`src/rtl/cpu_defs_pkg.sv`:
```
// Shared definitions for the EX stage: funct codes, ALUOp encodings,
// mult/div FSM states and the mult/div iteration count.
package cpu_defs;

    localparam int unsigned MD_CYCLES = 32;

    typedef enum logic [1:0] {
        ALU_ADD   = 2'b00,
        ALU_SUB   = 2'b01,
        ALU_RTYPE = 2'b10,
        ALU_RSVD  = 2'b11
    } alu_op_e;

    typedef enum logic [1:0] {
        MD_IDLE,
        MD_RUN,
        MD_FIX
    } md_state_e;

    localparam logic [5:0] F_SLL   = 6'h00;
    localparam logic [5:0] F_SRL   = 6'h02;
    localparam logic [5:0] F_SRA   = 6'h03;
    localparam logic [5:0] F_MFHI  = 6'h10;
    localparam logic [5:0] F_MFLO  = 6'h12;
    localparam logic [5:0] F_MULT  = 6'h18;
    localparam logic [5:0] F_MULTU = 6'h19;
    localparam logic [5:0] F_DIV   = 6'h1A;
    localparam logic [5:0] F_DIVU  = 6'h1B;
    localparam logic [5:0] F_ADD   = 6'h20;
    localparam logic [5:0] F_ADDU  = 6'h21;
    localparam logic [5:0] F_SUB   = 6'h22;
    localparam logic [5:0] F_SUBU  = 6'h23;
    localparam logic [5:0] F_AND   = 6'h24;
    localparam logic [5:0] F_OR    = 6'h25;
    localparam logic [5:0] F_XOR   = 6'h26;
    localparam logic [5:0] F_NOR   = 6'h27;
    localparam logic [5:0] F_SLT   = 6'h2A;
    localparam logic [5:0] F_SLTU  = 6'h2B;

    // mult, multu, div, divu occupy 0x18..0x1B
    function automatic logic is_muldiv(input logic [5:0] funct);
        return funct[5:2] == 4'b0110;
    endfunction

endpackage

```
`src/rtl/execute_stage_muldiv_unit.sv`:
```
// Iterative 32-step multiply/divide unit with HI/LO result registers.
// op = funct[1:0]: 00 mult, 01 multu, 10 div, 11 divu.
// Works on operand magnitudes; sign correction happens in the FIX state.
module muldiv_unit
    import cpu_defs::*;
#(
    parameter int unsigned MD_CYCLES = cpu_defs::MD_CYCLES
) (
    input  logic        clock,
    input  logic        reset_n,
    input  logic        start,
    input  logic [1:0]  op,
    input  logic [31:0] a,
    input  logic [31:0] b,
    output logic        busy,
    output logic        finishing,
    output logic [31:0] hi,
    output logic [31:0] lo
);

    localparam int unsigned CNT_W = $clog2(MD_CYCLES);

    md_state_e         state, state_nxt;
    logic [CNT_W-1:0]  cnt;
    logic              is_div, neg_q, neg_r, dbz;
    logic [31:0]       mag, acc_hi, acc_lo;
    logic [31:0]       step_hi, step_lo;
    logic              sa, sb;
    logic [31:0]       ma, mb;
    logic [32:0]       sum, part;
    logic [63:0]       prod;

    assign sa = ~op[0] & a[31];
    assign sb = ~op[0] & b[31];
    assign ma = sa ? -a : a;
    assign mb = sb ? -b : b;

    assign busy      = (state != MD_IDLE);
    assign finishing = (state == MD_FIX);

    // FSM state register
    always_ff @(posedge clock) begin
        if (!reset_n) state <= MD_IDLE;
        else          state <= state_nxt;
    end

    // FSM next-state
    always_comb begin
        state_nxt = state;
        case (state)
            MD_IDLE: if (start) state_nxt = MD_RUN;
            MD_RUN:  if (cnt == CNT_W'(MD_CYCLES - 1)) state_nxt = MD_FIX;
            MD_FIX:  state_nxt = MD_IDLE;
            default: state_nxt = MD_IDLE;
        endcase
    end

    // One shift-add (mult) or restoring-subtract (div) step
    always_comb begin
        sum     = {1'b0, acc_hi} + (acc_lo[0] ? {1'b0, mag} : 33'd0);
        part    = {acc_hi, acc_lo[31]};
        step_hi = sum[32:1];
        step_lo = {sum[0], acc_lo[31:1]};
        if (is_div) begin
            if (part >= {1'b0, mag}) begin
                step_hi = 32'(part - {1'b0, mag});
                step_lo = {acc_lo[30:0], 1'b1};
            end else begin
                step_hi = part[31:0];
                step_lo = {acc_lo[30:0], 1'b0};
            end
        end
        prod = {acc_hi, acc_lo};
        if (neg_q) prod = -prod;
    end

    // Operand latch, iteration datapath and HI/LO write-back
    always_ff @(posedge clock) begin
        if (!reset_n) begin
            cnt    <= '0;
            is_div <= 1'b0;
            neg_q  <= 1'b0;
            neg_r  <= 1'b0;
            dbz    <= 1'b0;
            mag    <= '0;
            acc_hi <= '0;
            acc_lo <= '0;
            hi     <= '0;
            lo     <= '0;
        end else begin
            case (state)
                MD_IDLE: if (start) begin
                    cnt    <= '0;
                    is_div <= op[1];
                    neg_q  <= sa ^ sb;
                    neg_r  <= sa;
                    dbz    <= (b == 32'd0);
                    mag    <= op[1] ? mb : ma;
                    acc_hi <= '0;
                    acc_lo <= op[1] ? ma : mb;
                end
                MD_RUN: begin
                    cnt    <= cnt + 1'b1;
                    acc_hi <= step_hi;
                    acc_lo <= step_lo;
                end
                MD_FIX: begin
                    if (is_div) begin
                        // divide by zero leaves |dividend| as remainder, so
                        // the remainder sign fix restores the dividend itself
                        hi <= neg_r ? -acc_hi : acc_hi;
                        lo <= dbz ? '1 : (neg_q ? -acc_lo : acc_lo);
                    end else begin
                        hi <= prod[63:32];
                        lo <= prod[31:0];
                    end
                end
                default: ;
            endcase
        end
    end

endmodule

```
`src/rtl/execute_stage.sv`:
```
// EX stage: ALU, branch-target add, zero detect and the EX/MEM register.
// Optional build macro MULDIV_EN adds the mult/div unit, HI/LO and stall.
module execute_stage
    import cpu_defs::*;
#(
    parameter int unsigned MD_CYCLES = cpu_defs::MD_CYCLES
) (
    input  logic        clock,
    input  logic        reset_n,
    input  logic [31:0] read_data_1,
    input  logic [31:0] read_data_2,
    input  logic [31:0] sign_ext_imm,
    input  logic [31:0] pc_plus4,
    input  logic [4:0]  rt,
    input  logic [4:0]  rd,
    input  logic        RegDst,
    input  logic        ALUSrc,
    input  logic [1:0]  ALUOp,
    input  logic        MemRead_in,
    input  logic        MemWrite_in,
    input  logic        Branch_in,
    input  logic        MemToReg_in,
    input  logic        RegWrite_in,
    output logic        stall,
    output logic [31:0] alu_result,
    output logic [31:0] in_data,
    output logic [4:0]  reg_dest,
    output logic        zero_signal,
    output logic [31:0] branch_target,
    output logic        MemRead,
    output logic        MemWrite,
    output logic        Branch,
    output logic        MemToReg,
    output logic        RegWrite
);

    logic [5:0]  funct;
    logic [4:0]  shamt;
    logic [31:0] op_b, result;
    logic        is_rtype, is_md, is_mf, no_write;

    assign funct    = sign_ext_imm[5:0];
    assign shamt    = sign_ext_imm[10:6];
    assign is_rtype = (ALUOp == ALU_RTYPE);
    assign is_md    = is_rtype & is_muldiv(funct);
    assign is_mf    = is_rtype & ((funct == F_MFHI) | (funct == F_MFLO));

`ifdef MULDIV_EN
    logic        md_busy, md_finishing;
    logic [31:0] md_hi, md_lo;

    muldiv_unit #(.MD_CYCLES(MD_CYCLES)) u_muldiv (
        .clock     (clock),
        .reset_n   (reset_n),
        .start     (is_md & ~md_busy),
        .op        (funct[1:0]),
        .a         (read_data_1),
        .b         (read_data_2),
        .busy      (md_busy),
        .finishing (md_finishing),
        .hi        (md_hi),
        .lo        (md_lo)
    );

    assign stall    = md_busy & (is_md | is_mf);
    assign no_write = is_md;
`else
    assign stall    = 1'b0;
    assign no_write = is_md | is_mf;
`endif

    // ALU operation select
    always_comb begin
        op_b   = ALUSrc ? sign_ext_imm : read_data_2;
        result = '0;
        case (alu_op_e'(ALUOp))
            ALU_SUB:   result = read_data_1 - op_b;
            ALU_RTYPE: begin
                case (funct)
                    F_ADD, F_ADDU: result = read_data_1 + op_b;
                    F_SUB, F_SUBU: result = read_data_1 - op_b;
                    F_AND:  result = read_data_1 & op_b;
                    F_OR:   result = read_data_1 | op_b;
                    F_XOR:  result = read_data_1 ^ op_b;
                    F_NOR:  result = ~(read_data_1 | op_b);
                    F_SLT:  result = {31'd0, $signed(read_data_1) < $signed(op_b)};
                    F_SLTU: result = {31'd0, read_data_1 < op_b};
                    F_SLL:  result = op_b << shamt;
                    F_SRL:  result = op_b >> shamt;
                    F_SRA:  result = $unsigned($signed(op_b) >>> shamt);
`ifdef MULDIV_EN
                    F_MFHI: result = md_hi;
                    F_MFLO: result = md_lo;
`endif
                    default: result = '0;
                endcase
            end
            default:   result = read_data_1 + op_b;
        endcase
    end

    // EX/MEM pipeline register; a stalled cycle loads a bubble
    always_ff @(posedge clock) begin
        if (!reset_n || stall) begin
            alu_result    <= '0;
            in_data       <= '0;
            reg_dest      <= '0;
            zero_signal   <= 1'b0;
            branch_target <= '0;
            MemRead       <= 1'b0;
            MemWrite      <= 1'b0;
            Branch        <= 1'b0;
            MemToReg      <= 1'b0;
            RegWrite      <= 1'b0;
        end else begin
            alu_result    <= result;
            in_data       <= read_data_2;
            reg_dest      <= RegDst ? rd : rt;
            zero_signal   <= (result == 32'd0);
            branch_target <= pc_plus4 + {sign_ext_imm[29:0], 2'b00};
            MemRead       <= MemRead_in;
            MemWrite      <= MemWrite_in;
            Branch        <= Branch_in;
            MemToReg      <= MemToReg_in;
            RegWrite      <= RegWrite_in & ~no_write;
        end
    end

endmodule
```
`config.mk`:
```
export PLATFORM = sky130hd
export DESIGN_NAME = execute_stage
export DESIGN_NICKNAME = d
export VERILOG_FILES = /design/src/rtl/cpu_defs_pkg.sv /design/src/rtl/execute_stage_muldiv_unit.sv /design/src/rtl/execute_stage.sv
export SDC_FILE = /design/constraint.sdc
export NUM_CORES = 1
export LEC_CHECK = 0
export ABC_AREA = 1
export BUFFER_PORTS_ARGS = -buffer_cell sky130_fd_sc_hd__buf_2
export CAP_MARGIN = 20
export CELL_PAD_IN_SITES_DETAIL_PLACEMENT = 1
export CELL_PAD_IN_SITES_GLOBAL_PLACEMENT = 2
export CORE_MARGIN = 2
export CORE_UTILIZATION = 32
export CTS_CLUSTER_DIAMETER = 100
export DETAILED_ROUTE_END_ITERATION = 8
export PLACE_DENSITY = 0.86
export SLEW_MARGIN = 20
export SYNTH_ARGS = -nofsm -noshare
export SYNTH_HDL_FRONTEND = slang
export SYNTH_SLANG_ARGS = --single-unit
export TNS_END_PERCENT = 30
```
`constraint.sdc`:
```
create_clock -name clock -period 5.3 [get_ports clock]
set_clock_uncertainty 0.15 [all_clocks]
set_input_delay 0.53 -clock clock [delete_from_list [all_inputs] [get_ports clock]]
set_output_delay 0.53 -clock clock [all_outputs]
set_load 0.01 [all_outputs]
```
==> impl_metrics.ini <==
[clock_network]
clk_path_buf_depth = 2
cts.sinks = 107
cts-root-buf = clkbuf_16
cts_setup_buffers = 0
cts.clk_slew.worst_paths_ns = 0.10
holdBufCountCts = 0
cts_tree = yes
cts-resized-gates = 0
numCtsBuffers = 9
h-tree-depth = 3

[finish]
stdcell_area_mm2 = 0.0178
finalNetCount = 3311
ff_latch_area_mm2 = 0.00214
final_layout_size_suffix_gt1_frac = 0.132
multi_input_area_mm2 = 0.0115
area_delta_synth_final_pct = 13.3
n_fill_cell = 6848

[sta]
slew_viol_final = 0
fin_crit_ns = 4.65
slew_headroom = 0.436
tns_ns = 0
rsz0062_at_grt = false
finalSetupViolations = 0
post-route-period-util = 0.877
worst_slew_pin_slew_ns = 0.846
fmax_mhz = 215
finalHoldViolations = 0

[synthesis]
yosysUniqueCellTypes = 56
ys_top_cells_by_area = nand2_1 18%, nand3_1 16%, dfxtp_1 14%, ha_1 11%, inv_1 9.0%
synth_edf_count = 0
yosysWarnings = 0
yosysSeqAreaShare = 0.136
synth_area_mm2 = 0.0157
syn_avg_cell_area_um2 = 5.57
syn_inst = 2826
yosysTopAreaCellShare = 0.184
netlist_top_cells_count = 772 x nand2_1, 491 x nand3_1, 376 x inv_1, 254 x nor2_1, 152 x a21oi_1
ys_ff_latch = 107
yosysTopAreaCell = nand2_1
yosysMostFrequentCell = nand2_1
syn-num-nets = 3120
async_reset_ff_frac = 0
synthFlopType = dfxtp_1

[global_route]
grt-ovfl-total = 0
grt_usage = 0.328
grt_max_degree = 71
grt_pass1_vias = 20500
antenna_found_initial = 5
grt_pass1_wl_um = 125000

[critical_path]
critPathKind = in -> reg
cp-start-kind = input port
critPathMaxFanout = 23
crit_required_ns = 5.50
critPathCaptureType = flop
crit_arrival_ns = 4.85

[drt]
drc = 0
firstDrtPassIters = 6
routed_wl_um = 84600
vias = 20300
drt_iter0_markers = 1870
wl_per_cell_um = 22.9
ant_nets = 0
vias_per_cell = 5.51

[floorplan]
io_pins = 257
die_h_um = 226
die_w_um = 226
rows = 81
initial_core_util = 0.323
die_area_mm2 = 0.0510
core-area_mm2 = 0.0487

[placed_design]
place_area_mm2 = 0.0175
port_buffers = 255
routabilityCongestion = 1.01
hpwl_um = 70600

[min_path]
min_from = read_data_2[18]
hp-class = in -> reg
hold_depth = 3
hold_end = in_data[18]

[pwr]
p_leak_uw = 0.00996
vdd_ir_drop_max_uv = 139
power_density_mw_per_mm2 = 198
power_uw = 3540

[run_status]
outcome = finished, final reports clean

[run]
maxCapViolCount = 0
## area by class of cell
class,count,share of cell area
Sequential cell,107,0.120
Tap cell,664,0.0466
Clock inverter,7,0.00379
Antenna cell,4,0.000561
Timing Repair Buffer,285,0.0849
Inverter,399,0.0842
Clock buffer,9,0.0126
Multi-Input combinational cell,2215,0.647
## worst max-delay path by stage
stage | start | to | slack, ns | cells past startpoint
floorplan | ALUSrc | zero_signal | 2.02 | 26
global placement | ALUSrc | zero_signal | 0.18 | 21
detailed placement | ALUSrc | zero_signal | 0.20 | 21
CTS | ALUSrc | zero_signal | 0.62 | 21
global route | ALUSrc | zero_signal | 0.23 | 21
finish | ALUSrc | zero_signal | 0.65 | 21
## routing by layer
layer,global-route usage,part of all wire
met4,0.115,0.036
met2,0.559,0.47
met3,0.0410,0.057
met1,0.422,0.43
met5,0,0.00015
## where the power goes
part           internal, uW  switching, uW
Combinational           560           1340
Sequential              879           20.9
Clock                   332            408
Total                  1770           1770
## critical path, stage by stage
cell and delay (ns):
buf_2 0.35, buf_4 0.40, nand2_1 0.08, o21ai_1 0.36
inv_1 0.20, ha_1 0.37, nor2_1 0.20, inv_1 0.08
nor2_1 0.15, inv_1 0.07, nor3_1 0.41, o21ai_0 0.35
a31oi_1 0.25, nor2_1 0.10, a21oi_1 0.23, nand3_1 0.15
nor2_1 0.11, nand2_1 0.07, nor2_1 0.18, nand2_1 0.10
nor2_2 0.08
## kinds of logic after synthesis
family                     share of synthesized area
and+or+nand+nor                                0.470
buffers and inverters                          0.130
AOI/OAI and AO/OA                              0.136
adders and majority gates                      0.117
DFF                                            0.136
xor gates and xnor gates                     0.00946
other                                       0.000238
muxes                                       0.000636
## metrics by stage
step	utilization	worst slack, ns	std cells	hold WS, ns
6_report	0.366	0.653	3690	0.148
5_1_grt	0.366	0.229	3688	0.160
3_5_place_dp	0.360	0.202	3670	0.568
4_1_cts	0.366	0.622	3686	0.140
2_1_floorplan	-	2.02	2826	0.473
3_3_place_gp	0.360	0.178	3670	0.560
## state kept, by name, summed over array words and instances, names as in the netlist
| name | count |
|---|---|
| alu_result | 32 |
| branch_target | 32 |
| in_data | 32 |
| reg_dest | 5 |
| Branch | 1 |
| MemRead | 1 |
| MemToReg | 1 |
| MemWrite | 1 |
| RegWrite | 1 |
| zero_signal | 1 |
## placed cells by master, fill, tap and decap left out, drive strengths merged, types with 2 or more instances in the layout
| cell | instances |
|---|---|
| a211oi | 4 |
| nand3 | 517 |
| or2 | 2 |
| nand2 | 798 |
| a31oi | 10 |
| diode | 4 |
| clkinv | 7 |
| nand3b | 6 |
| o31ai | 3 |
| xnor2 | 2 |
| o21ai | 139 |
| o21a | 11 |
| fa | 3 |
| nand4 | 40 |
| a221oi | 2 |
| ha | 142 |
| and2 | 3 |
| o21bai | 8 |
| nor4 | 3 |
| clkbuf | 9 |
| dfxtp | 107 |
| nor2 | 267 |
| o211ai | 13 |
| inv | 399 |
| o221ai | 2 |
| xor2 | 15 |
| o2111ai | 2 |
| a21boi | 8 |
| nor3 | 32 |
| buf | 285 |
| a21o | 5 |
| a21oi | 155 |
| o22ai | 17 |
No activity file was read; power rests on OpenSTA's default activity.
